**config.mk**
```make
export PLATFORM = sky130hd
export DESIGN_NAME = game_board_ctrl
export DESIGN_NICKNAME = d
export VERILOG_FILES = /design/src/rtl/game_pkg.sv /design/src/rtl/game_board_ctrl.sv
export SDC_FILE = /design/constraint.sdc
export NUM_CORES = 1
export LEC_CHECK = 0
export CAP_MARGIN = 30
export CORE_ASPECT_RATIO = 0.7
export CORE_MARGIN = 2
export CORE_UTILIZATION = 53
export DETAILED_ROUTE_END_ITERATION = 8
export PLACE_DENSITY = 0.93
export SYNTH_ARGS = -nofsm -noshare
export SYNTH_HDL_FRONTEND = slang
export SYNTH_SLANG_ARGS = --single-unit
```
**constraint.sdc**
```tcl
create_clock -name clk -period 2.9 [get_ports clk]
set_input_delay 0.435 -clock clk [delete_from_list [all_inputs] [get_ports clk]]
set_output_delay 0.435 -clock clk [all_outputs]
set_load 0.02 [all_outputs]
```
**src/rtl/game_pkg.sv**
```systemverilog
// Shared definitions for the game board controller: board geometry, cell
// codes, controller state encoding and the packed-board index helper.
package game_pkg;

    localparam int BOARD_DIM  = 5;
    localparam int CELL_W     = 2;
    localparam int BOARD_BITS = BOARD_DIM * BOARD_DIM * CELL_W;

    localparam logic [1:0] CELL_EMPTY = 2'b00;
    localparam logic [1:0] CELL_P1    = 2'b01;
    localparam logic [1:0] CELL_P2    = 2'b10;

    typedef enum logic [1:0] {
        IDLE  = 2'd0,
        CHECK = 2'd1,
        DONE  = 2'd2
    } game_state_t;

    // Bit offset of cell (r,c) inside the packed board; only meaningful for
    // in-range coordinates.
    function automatic logic [5:0] cell_idx(input logic [2:0] r, input logic [2:0] c);
        return 6'(r) * 6'd10 + 6'(c) * 6'd2;
    endfunction

endpackage

```
**src/rtl/game_board_ctrl.sv**
```systemverilog
// 5x5 game board and turn controller. Accepts moves over a valid/ready
// handshake, rejects illegal ones, and samples the external win evaluator
// one cycle after each legal move to declare a win, a draw or a turn change.
// Optional feature: define GAME_UNDO_EN for a one-deep undo of the last move.
module game_board_ctrl
    import game_pkg::*;
#(
    parameter int BOARD_DIM = 5,
    parameter int CELL_W    = 2
) (
    input  logic                  clk,
    input  logic                  rst_n,
    input  logic                  new_game,
    input  logic                  move_valid,
    output logic                  move_ready,
    input  logic [2:0]            move_row,
    input  logic [2:0]            move_col,
    input  logic                  undo,
    output logic [BOARD_BITS-1:0] board_bit,
    output logic [1:0]            player_id,
    input  logic                  player_won,
    output logic                  move_reject,
    output logic [4:0]            move_count,
    output logic                  game_over,
    output logic [1:0]            winner,
    output logic                  draw
);

    game_state_t           state, state_next;
    logic [BOARD_BITS-1:0] board_next;
    logic [1:0]            player_next;
    logic [4:0]            count_next;
    logic                  reject_next;
    logic [1:0]            winner_next;
    logic                  draw_next;
    logic                  in_range;
    logic                  legal;
    logic [5:0]            move_idx;

`ifdef GAME_UNDO_EN
    logic       undo_vld, undo_vld_next;
    logic [2:0] last_row, last_row_next;
    logic [2:0] last_col, last_col_next;
    logic [5:0] undo_idx;
`else
    logic unused_undo;
    assign unused_undo = undo;
`endif

    assign move_ready = (state == IDLE);
    assign game_over  = (state == DONE);

    // Next-state and next-value logic for the whole controller.
    always_comb begin
        // NOTE: every target gets a hold value first so no path infers a latch.
        state_next  = state;
        board_next  = board_bit;
        player_next = player_id;
        count_next  = move_count;
        reject_next = 1'b0;
        winner_next = winner;
        draw_next   = draw;
`ifdef GAME_UNDO_EN
        undo_vld_next = undo_vld;
        last_row_next = last_row;
        last_col_next = last_col;
        undo_idx      = cell_idx(last_row, last_col);
`endif
        in_range = (int'(move_row) < BOARD_DIM) && (int'(move_col) < BOARD_DIM);
        move_idx = in_range ? cell_idx(move_row, move_col) : 6'd0;
        legal    = in_range && (board_bit[move_idx +: CELL_W] == CELL_EMPTY);

        if (new_game) begin
            state_next  = IDLE;
            board_next  = '0;
            player_next = CELL_P1;
            count_next  = 5'd0;
            winner_next = CELL_EMPTY;
            draw_next   = 1'b0;
`ifdef GAME_UNDO_EN
            undo_vld_next = 1'b0;
`endif
        end else begin
            case (state)
                IDLE: begin
                    if (move_valid) begin
                        if (legal) begin
                            board_next[move_idx +: CELL_W] = player_id;
                            count_next = move_count + 5'd1;
                            state_next = CHECK;
`ifdef GAME_UNDO_EN
                            last_row_next = move_row;
                            last_col_next = move_col;
                            undo_vld_next = 1'b0;
`endif
                        end else begin
                            reject_next = 1'b1;
                        end
                    end
`ifdef GAME_UNDO_EN
                    // A simultaneous move takes precedence; undo is dropped.
                    else if (undo && undo_vld) begin
                        board_next[undo_idx +: CELL_W] = CELL_EMPTY;
                        count_next    = move_count - 5'd1;
                        player_next   = player_id ^ 2'b11;
                        undo_vld_next = 1'b0;
                    end
`endif
                end
                CHECK: begin
                    // player_id still names the mover while the evaluator settles.
                    if (player_won) begin
                        state_next  = DONE;
                        winner_next = player_id;
                    end else if (int'(move_count) == BOARD_DIM * BOARD_DIM) begin
                        state_next = DONE;
                        draw_next  = 1'b1;
                    end else begin
                        player_next = player_id ^ 2'b11;
                        state_next  = IDLE;
`ifdef GAME_UNDO_EN
                        undo_vld_next = 1'b1;
`endif
                    end
                end
                DONE: begin
                    state_next = DONE;
                end
                default: begin
                    state_next = IDLE;
                end
            endcase
        end
    end

    // State and datapath registers.
    always_ff @(posedge clk or negedge rst_n) begin
        // NOTE: the board is plain flops and is cleared by reset, since an
        // asynchronous reset must also discard any partly played game.
        if (!rst_n) begin
            state       <= IDLE;
            board_bit   <= '0;
            player_id   <= CELL_P1;
            move_count  <= 5'd0;
            move_reject <= 1'b0;
            winner      <= CELL_EMPTY;
            draw        <= 1'b0;
`ifdef GAME_UNDO_EN
            undo_vld    <= 1'b0;
            last_row    <= 3'd0;
            last_col    <= 3'd0;
`endif
        end else begin
            // NOTE: non-blocking so every register samples pre-edge values.
            state       <= state_next;
            board_bit   <= board_next;
            player_id   <= player_next;
            move_count  <= count_next;
            move_reject <= reject_next;
            winner      <= winner_next;
            draw        <= draw_next;
`ifdef GAME_UNDO_EN
            undo_vld    <= undo_vld_next;
            last_row    <= last_row_next;
            last_col    <= last_col_next;
`endif
        end
    end

endmodule

```
Yosys cells after proc, flatten, opt, wreduce, memory -nomap -nowiden
Index checks and enable logic that the tools add are counted.

Output and inout bits: 63. Memories kept: 0. Latch bits: 0. Flip-flop bits (word level): 63. Input bits: 12. Word-level logic and storage cells: 70. Memory bits (read-only): 0. Memory bits (writable): 0.

Reduce and logical (&&, ||, !) cells: 15. Divide/modulo/power cells: 0. $mul: 1. Eq/ne operators: 7. Add/subtract/negate cells: 3. Order comparisons: 2. Bitwise gates (word level): 1. Mux-type cells: 31. Shift operators: 3.

Operators by type and width (number): 50-bit two-way mux (4); 50-bit bitwise mux (1); 2-bit by 8-bit variable shift with 50-bit output, first input constant (1); 2-bit by 8-bit variable part select with 50-bit output (1); 50-bit by 7-bit variable part select with 2-bit output (1); 2-bit two-way mux (12); 5-bit two-way mux (4); 2-bit nonzero test (6); 3-bit AND reduction (3); 1-bit two-way mux (8); 6-bit negation with 8-bit output (1); 6-bit by 4-bit adder with 6-bit output (1); 3-bit < comparator, second input constant (2); 6-bit two-way mux (1); 2-bit one-hot mux with 3 select lines (1); 5-bit by 1-bit adder with 5-bit output, second input constant (1); 5-bit by 4-bit == test with 1-bit output, second input constant (1); 3-bit by 3-bit multiplier with 5-bit output, second input constant (1); 2-bit logical NOT (2); 2-bit != test, second input constant (2); 2-bit AND reduction (2); 3-bit by 2-bit != test with 1-bit output, second input constant (1); 3-bit != test, second input constant (1); 2-bit by 1-bit == test with 1-bit output, second input constant (1); other kinds (3) (4).

Depth between registers and ports, before layout
Gate-level depths: netlist of run 1.

Word-level depth: 10. Depth in mapped cells: 14. Depth with buffers taken out: 12.

Least setup slack after synthesis of run 1
Ideal clock, no wire load.

Path kind: input port to flip-flop. From: in move_row[0]. To: reg board_bit[32]. Library setup time: 127 ps. Stages: 12. Buffers on the path: 2. Data required time: 2773 ps. Path slack: -624 ps. Data arrival time: 3396 ps. Path through: ha_1 > inv_1 > fa_1 > buf_2 > clkbuf_1 > or3_1 > ha_1 > nor4_1 > nor2_1 > nor4_2 > nand4_1 > mux2i_1.

Word-level cells in the longest chain between the ends: 10. Elaborated cells between the ends (all ways): 18. Classes of those cells: add/sub (2); mul (1); order compare (1); shift (3); mux (6); reduce/logical (5).

Ends and longest elaborated chain: start, declared (RTL line game_board_ctrl.sv:16) `input logic [2:0] move_row,`; 3-bit by 3-bit multiplier with 5-bit output / 3-bit < comparator (equally long branches) (RTL line game_pkg.sv:22, game_board_ctrl.sv:69); 6-bit by 4-bit adder with 6-bit output / 1-bit logical AND (equally long branches) (RTL line game_pkg.sv:22, game_board_ctrl.sv:69); 6-bit two-way mux (RTL line game_board_ctrl.sv:70) `move_idx = in_range ? cell_idx(move_row, move_col) : 6'd0;`; 6-bit negation with 8-bit output (RTL line game_board_ctrl.sv:88) `board_next[move_idx +: CELL_W] = player_id;`; 2-bit by 8-bit variable part select with 50-bit output / 2-bit by 8-bit variable shift with 50-bit output (equally long branches) (RTL line game_board_ctrl.sv:88); 50-bit bitwise mux (RTL line game_board_ctrl.sv:88); 50-bit two-way mux (RTL line game_board_ctrl.sv:87) `if (legal) begin`; 50-bit two-way mux (RTL line game_board_ctrl.sv:86) `if (move_valid) begin`; 50-bit two-way mux (RTL line game_board_ctrl.sv:84) `case (state)`; 50-bit two-way mux (RTL line game_board_ctrl.sv:73) `if (new_game) begin`; end signal, assigned (RTL line game_board_ctrl.sv:156) `board_bit <= board_next;`; end, declared (RTL line game_board_ctrl.sv:19) `output logic [BOARD_BITS-1:0] board_bit,`.

Several ways; a longest one is shown, not always the timed one. The select of a mux whose other input is x is not followed. A chain may end at the register's enable or synchronous reset.

Final worst setup path of run 1
From: in move_row[1]. To: reg board_bit[32].

Same word-level chain as after synthesis.

==> impl_results.md, run 1 <==
- Largest cells by area after synthesis: dfrtp_1 (38%), mux2i_1 (8.8%), nand2_1 (5.0%)
- Number of buffers created by CTS: 9
- Leakage Power: 3.100 nW
- Most frequent standard cell in the layout excluding fill and tap cells: buf_4
- Power per cell area: 455.6 mW/mm^2
- Flip-flop cell with the highest count after synthesis: dfrtp_1
- Area used by sequential logic in the layout: 0.001578 mm^2
- Proportion of register bits with asynchronous set or reset after synthesis: 100.0%
- Placed wire-length estimate after detailed placement: 10450 um
- Fmax: 295.5 MHz
- Crit-path cells: clkdlybuf4s15_2 > buf_4 > ha_1 > buf_4 > xor2_1 > nor3b_1 > nand2b_1 > buf_4 > o221a_4 > buf_12 > nor4_4 > nand4_1 > mux2i_1
- Filler Cell Count: 130
- Net count of the finished layout: 662
- Number of DRC violations after detailed routing: 37
- First-pass GRT wire length: 28850 um
- Initial detailed-routing violation count: 1239
- Post-synth top area share: 37.83%
- Number of enable flip-flop cells after synthesis: 0
- Die outline width: 109.1 um
- Initial core utilization: 55.54%
- Internal power: 1.910 mW
- Gate family responsible for the most delay along the worst path: simple AND/OR/NAND/NOR gates
- Library cell occupying the most area in the post-synthesis netlist: dfrtp_1
- Worst clock skew on the final layout: 22.15 ps
- Startpoint type of the worst setup path: input port
- Via count of the first global-routing pass: 5143
- Design area: 0.007116 mm^2
- Instance count of the mapped netlist: 425
- CP Data Required Time: 3170 ps
- Max-cap viol count: 0
- Worst-skew pair later-pin latency: 390 ps
- Placed Area: 0.005717 mm^2
- Gr ovfl total: 0
- Clock-pin slew on the worst setup and hold paths: 80 ps
- Failing checks: DRC, setup timing
- Kind of end point of the critical path: flip-flop
- Clock Sinks: 63
- Site Rows: 26
- Post-layout minimum cycle time: 3384 ps
- Crit share post-route: 116.7%
- Vias per cell: 7.753
- Transition time at the pin with the least slew margin: 641.1 ps
- Delay contributed by the slowest stage of the critical path: 490 ps
- Total Routing Usage GR: 45.80%
- Synthesized net count: 449
- Layout area overhead: 73.49%
- Status: finished with violations
- Setup-failing EPs final: 56
- Sw frac: 41.09%
- Crit path max fanout: 6
- Core Area: 0.007385 mm^2
- Floorplan die area: 0.008470 mm^2
- Unrepaired setup endpoints after global routing: true
- Max-slew violation total from the final report: 0
- Total Negative Setup Slacks: -15970 ps
- Post-synthesis sequential area ratio: 38.47%
- Maximum ir drop on the vdd rail: 0.4485 mV
- Comb pwr share: 48.2%
- I/O Buffers: 73
- Crit path max-delay cell type: nor4_4
- Number of placed I/O pins: 75
- Root buffer cell: clkbuf_8
- Post-synth design cell area: 0.004101 mm^2
- Length of the first detailed-routing pass in iterations: 9
- Share of layout cells above drive strength 1: 45.26%
- Number of hold-slack violations in the final timing report: 0
- Final core area utilization: 96.36%
- Combined area of the multi-input logic cells: 0.003083 mm^2
- Data arrival time of the critical path: 3650 ps
- Post-route ant nets: 0
- CTS H-tree depth: 3
- Vertical die dimension: 77.60 um
- Hold/Removal Path Class: input port to asynchronous set/reset pin
- Critical Setup Path Class: input port to flip-flop
- Highest-count cells in the layout ignoring fill and taps: buf_4 (119), clkdlybuf4s50_1 (66), dfrtp_1 (62)
- Mean area per synthesized cell: 9.650 um^2
- Reported net switching power: 1.332 mW
- Sequential share of power: 27.9%
- Final setup margin: -484.0 ps
- Count of yosys warnings during synthesis: 0
- Total wire length after detailed routing: 24900 um
- Crit path top cell by count: buf_4
- TritonCTS clock tree: built
- Register bit count reported by yosys: 63
- Worst Path Buf+Inv: 5
- WL per Instance: 33.56 um
- Pin count of the biggest net entering global routing: 43
- Clock power share: 23.9%
- Antenna violations before repair: 2
- Vias post-DR: 5753
- Placer Congestion: 1.169
- Maximum buffer depth of the clock tree: 2
- Unique cell type count in the Yosys netlist: 73
- Remaining max-slew budget at the tightest pin: 56.58%
-- path summary, 6_finish.rpt --
path | startpoint | to | slack, ps | cells past startpoint
min reg2reg | board_bit[42]$_DFFE_PN0P_ | board_bit[42]$_DFFE_PN0P_ | 590 | 2
min | rst_n | move_reject$_DFF_PN0_ | 420 | 2
min in group clk | board_bit[42]$_DFFE_PN0P_ | board_bit[42]$_DFFE_PN0P_ | 590 | 2
max in group asynchronous | rst_n | board_bit[14]$_DFFE_PN0P_ | 1740 | 4
max reg2reg | board_bit[46]$_DFFE_PN0P_ | board_bit[22]$_DFFE_PN0P_ | -70 | 9
max | move_row[1] | board_bit[32]$_DFFE_PN0P_ | -480 | 13
-- flip-flops by register name (all words and copies together) (netlist names) --
register / flops
board_bit: 50
draw: 1
move_count: 5
move_reject: 1
player_id: 2
state: 2
winner: 2
-- power groups by stage --
stage	sequential, mW	combinational, mW	clock [mW]
finish	0.903	1.56	0.775
global route	0.903	1.57	0.790
CTS	0.898	1.07	0.726
detailed placement	0.916	0.872	0
global placement	0.915	0.834	0
floorplan	0.920	0.455	0
-- metrics by stage --
step	instances	setup WS [ps]	hold WS, ps	total power, mW
floorplan	425	-192.2	139.4	1.374
global placement	666	-812.3	479.7	1.749
detailed placement	667	-961.6	287.2	1.788
CTS	710	-142.6	446.0	2.691
global route	742	-982.0	465.9	3.263
finish	742	-484.0	424.5	3.242
-- timing repair --
| item | in CTS | in global routing |
|---|---|---|
| hold buffers | 1 | 0 |
| endpoints found under the hold margin | 7 | 0 |
| setup endpoints to repair | 57 | 57 |
| gates cloned | 1 | 2 |
| gates resized for setup | 69 | 91 |
| pin swaps | 30 | 57 |
| setup buffers | 25 | 33 |
-- Yosys cell counts, types with 2 or more instances --
| cell type | count |
|---|---|
| o21ai_0 | 4 |
| a2111oi_4 | 2 |
| buf_2 | 7 |
| nor4_1 | 6 |
| or3b_2 | 2 |
| mux2i_1 | 36 |
| o31ai_1 | 5 |
| nand2_1 | 55 |
| nor3_1 | 19 |
| nand2b_1 | 3 |
| a21oi_1 | 13 |
| nand4_1 | 12 |
| o22ai_1 | 5 |
| nor3b_1 | 2 |
| o221a_2 | 2 |
| o21ai_1 | 2 |
| nor2b_1 | 14 |
| o2bb2ai_1 | 5 |
| xor2_1 | 5 |
| clkbuf_1 | 12 |
| a21o_1 | 4 |
| a211oi_1 | 3 |
| dfrtp_1 | 62 |
| o311ai_0 | 4 |
| o21a_1 | 4 |
| nand3_1 | 13 |
| a31oi_1 | 3 |
| nand3_2 | 10 |
| inv_1 | 15 |
| nor3_2 | 3 |
| or3_1 | 2 |
| ha_1 | 11 |
| nor2_1 | 31 |
| a311oi_1 | 4 |
| o311ai_1 | 2 |
| and4_1 | 4 |
| a41oi_1 | 2 |
| mux2_4 | 2 |
-- kinds of logic after synthesis --
group	after synthesis	share of synthesized area, %
and+or+nand+nor	185	24.53
AOI/OAI and AO/OA	78	16.44
DFF	63	38.47
muxes	40	10.13
buffers and inverters	38	3.965
adders and majority gates	12	3.844
xor gates and xnor gates	9	2.624
-- layout make-up --
cell class	count	share of cell area, %
clock buffers	10	1.934
multi-input cells	324	43.33
well taps	98	1.723
repair buffers	224	29.26
flip-flops and latches	63	22.17
diodes	1	0.03517
inverters	16	0.9144
clock inverters	6	0.6330
-- metal layers --
| metal | vias up | track usage, % | part of all wire [%] |
|---|---|---|---|
| li1 | 1997 | - | - |
| met1 | 2558 | 57.34 | 31 |
| met2 | 843 | 67.39 | 38 |
| met3 | 347 | 17.39 | 18 |
| met4 | 8 | 26.28 | 12 |
| met5 | - | 0 | 0.82 |
Note: power is estimated with default switching activity, not from simulation.
==> run 2: changes to the inputs <==
--- a/config.mk
+++ b/config.mk
@@ -7,7 +7,7 @@
 export LEC_CHECK = 0
 export CAP_MARGIN = 30
 export CORE_ASPECT_RATIO = 0.7
-export CORE_MARGIN = 2
+export CORE_MARGIN = 4
 export CORE_UTILIZATION = 53
 export DETAILED_ROUTE_END_ITERATION = 8
 export PLACE_DENSITY = 0.93
==> impl_results.md, run 2 (synthesis gave the netlist of run 1 again) <==
- Status: finished with violations (unchanged)
- Failing checks: DRC, setup timing (unchanged)
- Total Negative Setup Slacks: -17750 ps (was -15970 ps)
- Most frequent standard cell in the layout excluding fill and tap cells: buf_4 (unchanged)
- Gr ovfl total: 0 (unchanged)
- Crit-path cells: buf_8 > ha_4 > inv_2 > fa_2 > or3_4 > ha_4 > buf_4 > o31ai_2 > buf_4 > nand3_4 > a311oi_2 > nand4_1 > o31ai_4 > o22ai_1 (was clkdlybuf4s15_2 > buf_4 > ha_1 > buf_4 > xor2_1 > nor3b_1 > nand2b_1 > buf_4 > o221a_4 > buf_12 > nor4_4 > nand4_1 > mux2i_1)
- Critical Path Start: move_row[0] (was move_row[1])
- Maximum buffer depth of the clock tree: 2 (unchanged)
- Register name with the most flops: board_bit (unchanged)
- TritonCTS clock tree: built (unchanged)
- Unrepaired setup endpoints after global routing: true (unchanged)
- WL per Instance: 36.29 um (was 33.56 um)
- Number of buffers created by CTS: 9 (unchanged)
- Initial detailed-routing violation count: 1582 (was 1239)
- Hold/Removal Path Class: input port to asynchronous set/reset pin (unchanged)
- Floorplan die area: 0.009233 mm^2 (was 0.008470 mm^2)
- Placed Area: 0.005704 mm^2 (was 0.005717 mm^2)
- Vias post-DR: 5725 (was 5753)
- CTS H-tree depth: 3 (unchanged)
- Transition time at the pin with the least slew margin: 824.3 ps (was 641.1 ps)
- Launch instance of the worst register-to-register path: board_bit[48]$_DFFE_PN0P_ (was board_bit[46]$_DFFE_PN0P_)
- Worst reg2reg path depth: 11 (was 9)
- Root buffer cell: clkbuf_8 (unchanged)
- Number of placed I/O pins: 75 (unchanged)
- Initial core utilization: 55.30% (was 55.54%)
- Worst-skew pair later-pin latency: 390 ps (about the same)
- Post-route ant nets: 0 (unchanged)
- Critical Setup Path Class: input port to flip-flop (unchanged)
- Antenna violations before repair: 3 (was 2)
- Power per cell area: 445.9 mW/mm^2 (was 455.6 mW/mm^2)
- Number of DRC violations after detailed routing: 203 (was 37)
- Max-slew violation total from the final report: 0 (unchanged)
- Flip-flop count of the largest register after layout: 50 (unchanged)
- Length of the first detailed-routing pass in iterations: 9 (unchanged)
- Pin count of the biggest net entering global routing: 42 (was 43)
- Clock Sinks: 63 (unchanged)
- First-pass GRT wire length: 28430 um (was 28850 um)
- Maximum ir drop on the vdd rail: 0.3671 mV (was 0.4485 mV)
- Design area: 0.006969 mm^2 (was 0.007116 mm^2)
- Filler Cell Count: 208 (was 130)
- Setup-failing EPs final: 56 (unchanged)
- Total Routing Usage GR: 41.57% (was 45.80%)
- Placed wire-length estimate after detailed placement: 10960 um (was 10450 um)
- Post-Route Hold Slack: 495.2 ps (was 424.5 ps)
- Startpoint type of the worst setup path: input port (unchanged)
- Layout area overhead: 69.92% (was 73.49%)
- Clock-pin slew on the worst setup and hold paths: 80 ps (about the same)
- Final setup margin: -722.8 ps (was -484.0 ps)
- Total wire length after detailed routing: 26310 um (was 24900 um)
- Data arrival time of the critical path: 3870 ps (was 3650 ps)
- Placer Congestion: 1.099 (was 1.169)
- Reg2Reg Capture Point: board_bit[45]$_DFFE_PN0P_ (was board_bit[22]$_DFFE_PN0P_)
- Crit path max fanout: 4 (was 6)
- Worst clock skew on the final layout: 11.78 ps (was 22.15 ps)
- Via count of the first global-routing pass: 4953 (was 5143)
- Leakage Power: 2.993 nW (was 3.100 nW)
- Core Area: 0.007417 mm^2 (was 0.007385 mm^2)
- Biggest registers after layout: board_bit x50, move_count x5 (unchanged)
- Remaining max-slew budget at the tightest pin: 44.18% (was 56.58%)
- Post-layout minimum cycle time: 3623 ps (was 3384 ps)
- Final standard cell count with taps included and fillers excluded: 725 (was 742)
- Site Rows: 26 (unchanged)
- Crit share post-route: 124.9% (was 116.7%)
- Vertical die dimension: 81.60 um (was 77.60 um)
- Crit path max-delay cell type: a311oi_2 (was nor4_4)
- Number of placed cells counting well taps: 667 (unchanged)
- CP Data Required Time: 3150 ps (was 3170 ps)
- Die outline width: 113.1 um (was 109.1 um)
- I/O Buffers: 73 (unchanged)
- Internal reg-to-reg setup slack: -250 ps (was -70 ps)
- Highest-count cells in the layout ignoring fill and taps: buf_4 (109), clkdlybuf4s50_1 (66), dfrtp_1 (62) (was buf_4 (119), clkdlybuf4s50_1 (66), dfrtp_1 (62))
- Delay contributed by the slowest stage of the critical path: 600 ps (was 490 ps)
- Max-cap viol count: 0 (unchanged)
- Fmax: 276.0 MHz (was 295.5 MHz)
- Number of hold-slack violations in the final timing report: 0 (unchanged)
- Net count of the finished layout: 646 (was 662)
- Vias per cell: 7.897 (was 7.753)
- Kind of end point of the critical path: flip-flop (unchanged)
- Share of layout cells above drive strength 1: 41.53% (was 45.26%)
- Total power draw: 3.107 mW (was 3.242 mW)
==> run 2: cell count changes in the layout (fill, tap and decap cells not counted), moves of 4 or more <==
cell	delta
buf_6	-5
nor3_2	-4
nor2_2	+4
buf_4	-10
a21oi_1	+5
a21oi_2	-6
==> run 2: worst max-delay path by stage <==
stage,endpoint
2_1_floorplan,board_bit[26]$_DFFE_PN0P_
3_3_place_gp,board_bit[27]$_DFFE_PN0P_
3_5_place_dp,board_bit[37]$_DFFE_PN0P_
4_1_cts,board_bit[27]$_DFFE_PN0P_
5_1_grt,board_bit[36]$_DFFE_PN0P_
6_report,board_bit[20]$_DFFE_PN0P_
==> run 2: final cells by class <==
class | instances | area (um^2) | area share [%]
diodes | 1 | 2.502 | 0.03591
repair buffers | 208 | 1931 | 27.70
inverters | 16 | 65.06 | 0.9336
multi-input cells | 324 | 3100 | 44.49
clock inverters | 6 | 46.29 | 0.6643
flip-flops and latches | 63 | 1578 | 22.64
clock buffers | 9 | 123.9 | 1.777
well taps | 98 | 122.6 | 1.759
==> run 2: repair_timing <==
action | in CTS | in global routing
hold buffers | 1 | 0
setup buffers | 19 | 26
resized for setup | 62 | 87
setup endpoints to repair | 57 | 55
cloned | 1 | 1
hold endpoints to repair | 5 | 0
pin swaps | 25 | 51
==> run 2: per-stage QoR <==
stage | setup slack [ps] | util (%)
final | -722.8 | 93.96
after global routing | -726.4 | 93.96
after CTS | -13.26 | 85.07
after detailed placement | -899.4 | 76.91
after global placement | -729.0 | 76.64
after floorplan | -192.2 | -
==> run 2: where the power goes <==
| group | switching [mW] | internal (mW) |
|---|---|---|
| Combinational | 0.861 | 0.581 |
| Sequential | 0.0169 | 0.886 |
| Clock | 0.453 | 0.310 |
| Total | 1.33 | 1.78 |
==> run 2: critical path, delay by kind of cell <==
kind                       cells  cell delay (ps)
AOI/OAI and AO/OA              4             1190
adders and majority gates      3              840
buffers and inverters          4              490
and+or+nand+nor                3              920
==> run 2: metal layers <==
layer	share of wire (%)	routed length, um	vias up	GRT usage [%]
li1	-	-	1963	-
met1	33	8782	2640	49.30
met2	38	9951	778	61.88
met3	17	4554	338	19.00
met4	11	2869	6	25.45
met5	0.58	153	-	3.889
==> run 3: changes to the inputs <==
--- a/config.mk
+++ b/config.mk
@@ -5,10 +5,11 @@
 export SDC_FILE = /design/constraint.sdc
 export NUM_CORES = 1
 export LEC_CHECK = 0
+export ABC_AREA = 1
 export CAP_MARGIN = 30
 export CORE_ASPECT_RATIO = 0.7
 export CORE_MARGIN = 4
-export CORE_UTILIZATION = 53
+export CORE_UTILIZATION = 54
 export DETAILED_ROUTE_END_ITERATION = 8
 export PLACE_DENSITY = 0.93
 export SYNTH_ARGS = -nofsm -noshare
==> impl_results.md, run 3 <==
- Status: finished clean (was finished with violations)
- Post-route ant nets: 0 (unchanged)
- Critical Setup Path Class: input port to flip-flop (unchanged)
- Worst clock skew on the final layout: 8.612 ps (was 11.78 ps)
- Synth Area in Compound Gates: 4.061% (was 16.44%)
- Flip-flop cell with the highest count after synthesis: dfrtp_1 (unchanged)
- Die outline width: 114.4 um (was 113.1 um)
- Post-synth top area share: 36.23% (was 37.83%)
- Max-slew violation total from the final report: 0 (unchanged)
- Transition time at the pin with the least slew margin: 802.4 ps (was 824.3 ps)
- Biggest registers after layout: board_bit x50, move_count x5 (unchanged)
- Highest-count cells in the layout ignoring fill and taps: nand2_1 (213), nor2_1 (76), clkdlybuf4s50_1 (67) (was buf_4 (109), clkdlybuf4s50_1 (66), dfrtp_1 (62))
- Worst-skew pair later-pin latency: 340 ps (was 390 ps)
- Synthesized net count: 637 (was 449)
- Clock-pin slew on the worst setup and hold paths: 60 ps (was 80 ps)
- CP Data Required Time: 3130 ps (was 3150 ps)
- Crit path max fanout: 6 (was 4)
- Sequential share of power: 30.6% (was 29.1%)
- Internal power: 2.004 mW (was 1.777 mW)
- Count of yosys warnings during synthesis: 0 (unchanged)
- Number of buffers created by CTS: 9 (unchanged)
- Clock Sinks: 63 (unchanged)
- Gate family responsible for the most delay along the worst path: simple AND/OR/NAND/NOR gates (was compound AO/OA/AOI/OAI gates)
- Number of enable flip-flop cells after synthesis: 0 (unchanged)
- Site Rows: 26 (unchanged)
- Mean area per synthesized cell: 6.987 um^2 (was 9.650 um^2)
- I/O Buffers: 73 (unchanged)
- Power per cell area: 497.3 mW/mm^2 (was 445.9 mW/mm^2)
- Simple logic cell fraction of the synthesized area: 45.63% (was 24.53%)
- Reg2Reg Capture Point: board_bit[17]$_DFFE_PN0P_ (was board_bit[45]$_DFFE_PN0P_)
- Final setup margin: 102.5 ps (was -722.8 ps)
- Maximum ir drop on the vdd rail: 0.3016 mV (was 0.3671 mV)
- TritonCTS clock tree: built (unchanged)
- Hold/Removal Path Class: input port to asynchronous set/reset pin (unchanged)
- Kind of end point of the critical path: flip-flop (unchanged)
- Total power draw: 2.978 mW (was 3.107 mW)
- Post-layout minimum cycle time: 2797 ps (was 3623 ps)
- Area used by sequential logic in the layout: 0.001578 mm^2 (unchanged)
- Flip-flop count of the largest register after layout: 50 (unchanged)
- Reported net switching power: 0.9745 mW (was 1.331 mW)
- Initial core utilization: 56.99% (was 55.30%)
- Launch instance of the worst register-to-register path: board_bit[6]$_DFFE_PN0P_ (was board_bit[48]$_DFFE_PN0P_)
- Count of antenna diodes in the layout: 0 (was 1)
- Via count of the first global-routing pass: 4914 (was 4953)
- Cell with the most instances after synthesis: nand2_1 (was dfrtp_1)
- Layout area overhead: 39.85% (was 69.92%)
- Number of placed I/O pins: 75 (unchanged)
- Instance count of the mapped netlist: 613 (was 425)
- Final core area utilization: 79.70% (was 93.96%)
- Total wire length after detailed routing: 14660 um (was 26310 um)
- Internal reg-to-reg setup slack: 760 ps (was -250 ps)
- First-pass GRT wire length: 23600 um (was 28430 um)
- Crit path max-delay cell type: fa_2 (was a311oi_2)
- Crit path top cell by count: nand2_1
- Post-synth design cell area: 0.004283 mm^2 (was 0.004101 mm^2)
- Library cell occupying the most area in the post-synthesis netlist: dfrtp_1 (unchanged)
- Root buffer cell: clkbuf_16 (was clkbuf_8)
- Unrepaired setup endpoints after global routing: true (unchanged)
- Sw frac: 32.72% (was 42.82%)
- Worst Path Buf+Inv: 6 (was 4)
- Filler Cell Count: 510 (was 208)
- Largest family of logic cells by synthesized area: simple AND/OR/NAND/NOR gates (unchanged)
- Placer Congestion: 0.9493 (was 1.099)
- Max-cap viol count: 0 (unchanged)
- Core Area: 0.007515 mm^2 (was 0.007417 mm^2)
- Antenna violations before repair: 0 (was 3)
- Register name with the most flops: board_bit (unchanged)
- Combined area of the multi-input logic cells: 0.002437 mm^2 (was 0.003100 mm^2)
- CTS H-tree depth: 3 (unchanged)
- Unique cell type count in the Yosys netlist: 36 (was 73)
- Comb pwr share: 29.7% (was 46.4%)
- Setup-failing EPs final: 0 (was 56)
- Total Negative Setup Slacks: 0 ps (was -17750 ps)
- Leakage Power: 3.173 nW (was 2.993 nW)
- Multiplexer fraction of the synthesized cell area: 0.5259% (was 10.13%)
- Crit-path cells: dlygate4sd2_1 > ha_2 > inv_1 > fa_2 > inv_2 > nand3_4 > ha_4 > inv_1 > nand2_1 > nand2_4 > buf_4 > nor2_1 > inv_1 > nor2_2 > nand2_1 > nand2_1 > nand2_2 > nand2_1 > nand2_1 (was buf_8 > ha_4 > inv_2 > fa_2 > or3_4 > ha_4 > buf_4 > o31ai_2 > buf_4 > nand3_4 > a311oi_2 > nand4_1 > o31ai_4 > o22ai_1)
- Data arrival time of the critical path: 3030 ps (was 3870 ps)
- Post-synthesis sequential area ratio: 36.84% (was 38.47%)
- Length of the first detailed-routing pass in iterations: 8 (was 9)
- Share of layout cells above drive strength 1: 20.46% (was 41.53%)
- Largest cells by area after synthesis: dfrtp_1 (36%), nand2_1 (19%), nand3_1 (7.5%) (was dfrtp_1 (38%), mux2i_1 (8.8%), nand2_1 (5.0%))
- Proportion of register bits with asynchronous set or reset after synthesis: 100.0% (unchanged)
- Maximum buffer depth of the clock tree: 2 (unchanged)
- Register bit count reported by yosys: 63 (unchanged)
- WL per Instance: 17.44 um (was 36.29 um)
- Crit share post-route: 96.46% (was 124.9%)
- Initial detailed-routing violation count: 471 (was 1582)
- Final standard cell count with taps included and fillers excluded: 841 (was 725)
- Worst reg2reg path depth: 13 (was 11)
- Remaining max-slew budget at the tightest pin: 46.51% (was 44.18%)
- Number of DRC violations after detailed routing: 0 (was 203)
- Most frequent cells after synthesis: nand2_1 (218), nor2_1 (80), nand3_1 (64) (was dfrtp_1 (62), nand2_1 (55), mux2i_1 (36))
- Pin count of the biggest net entering global routing: 64 (was 42)
- Hold buffer count at cts: 0 (was 1)
- Floorplan die area: 0.009443 mm^2 (was 0.009233 mm^2)
- Post-Synth XOR/XNOR Area: 0.6135% (was 2.624%)
- Fmax: 357.5 MHz (was 276.0 MHz)
- Number of hold-slack violations in the final timing report: 0 (unchanged)
- Vias per cell: 5.642 (was 7.897)
- Vias post-DR: 4745 (was 5725)
- Vertical die dimension: 82.51 um (was 81.60 um)
- Area share of fa/ha/maj cells after synthesis: 3.681% (was 3.844%)
- Startpoint type of the worst setup path: input port (unchanged)
- Clock power share: 39.7% (was 24.5%)
- Delay contributed by the slowest stage of the critical path: 550 ps (was 600 ps)
- Gr ovfl total: 0 (unchanged)
- Worst slack after detailed placement: -548.6 ps (was -899.4 ps)
- Net count of the finished layout: 762 (was 646)
- Placed wire-length estimate after detailed placement: 10100 um (was 10960 um)
- Total Routing Usage GR: 32.55% (was 41.57%)
- Most frequent standard cell in the layout excluding fill and tap cells: nand2_1 (was buf_4)
- Number of placed cells counting well taps: 820 (was 667)
==> run 3: changes by cell type after synthesis, sizes merged, moves of 7 or more <==
| cell | change |
|---|---|
| inv | +43 |
| mux2i | -37 |
| nand2 | +181 |
| nand3 | +49 |
| nor2 | +58 |
| nor2b | -14 |
| nor3 | -12 |
| nor4 | -7 |
| o21ai | +11 |
==> run 3: routing by layer <==
layer	wire length, um	vias up	GRT usage, %
met1	5657	2203	39.81
met4	638	0	15.90
li1	-	2181	-
met3	1498	67	9.104
met5	0	-	0
met2	6869	294	53.66
==> run 3: stage by stage <==
stage          instance area (um^2)  hold slack (ps)
2_1_floorplan                  4283            139.4
3_3_place_gp                   5444            475.7
3_5_place_dp                   5444            488.2
4_1_cts                        5947            297.5
5_1_grt                        5989            356.1
6_report                       5989            262.6
==> run 3: worst reg2reg max path, delay by kind of cell (launching register included) <==
kind                   cells  cell delay, ps
and+or+nand+nor           12            1430
DFF                        1             410
buffers and inverters      1             180
==> run 3: power by group through the flow <==
stage	Clock [mW]	Combinational, mW	Sequential (mW)
after floorplan	0	0.442	0.940
after CTS	1.18	0.837	0.911
after global routing	1.23	0.951	0.912
final	1.18	0.886	0.910
after detailed placement	0	0.769	0.925
after global placement	0	0.745	0.924
==> run 3: final cells by class <==
cell class | instances | share of cell area (%)
inverter | 60 | 3.760
clock buffer | 10 | 3.823
multi-input combinational | 470 | 40.69
timing repair buffer | 134 | 21.77
tap | 98 | 2.047
clock inverter | 6 | 1.567
sequential | 63 | 26.34
==> run 3: cells by family (layout without fill, tap and decap cells) <==
group	after synthesis	after routing
AOI/OAI and AO/OA	27	27
xor gates and xnor gates	3	3
adders and majority gates	12	12
buffers and inverters	80	210
DFF	63	63
muxes	2	2
and+or+nand+nor	426	426
==> run 3: worst max path at each step <==
stage | end | depth (start not counted) | start | slack, ps
floorplan | board_bit[16]$_DFFE_PN0P_ | 14 | move_row[0] | 20
global placement | board_bit[35]$_DFFE_PN0P_ | 19 | move_row[0] | -440
detailed placement | board_bit[34]$_DFFE_PN0P_ | 19 | move_row[0] | -550
CTS | board_bit[26]$_DFFE_PN0P_ | 20 | move_row[2] | 20
global route | board_bit[4]$_DFFE_PN0P_ | 17 | move_col[0] | -5
finish | board_bit[42]$_DFFE_PN0P_ | 19 | move_col[0] | 100
==> run 3: what timing repair did <==
| action | in CTS | in global routing |
|---|---|---|
| gates resized for setup | 20 | 13 |
| endpoints found under the setup margin | 55 | 55 |
| pin swaps | 5 | 4 |
| cloned | 3 | 0 |
| buffers inserted | 2 | 0 |
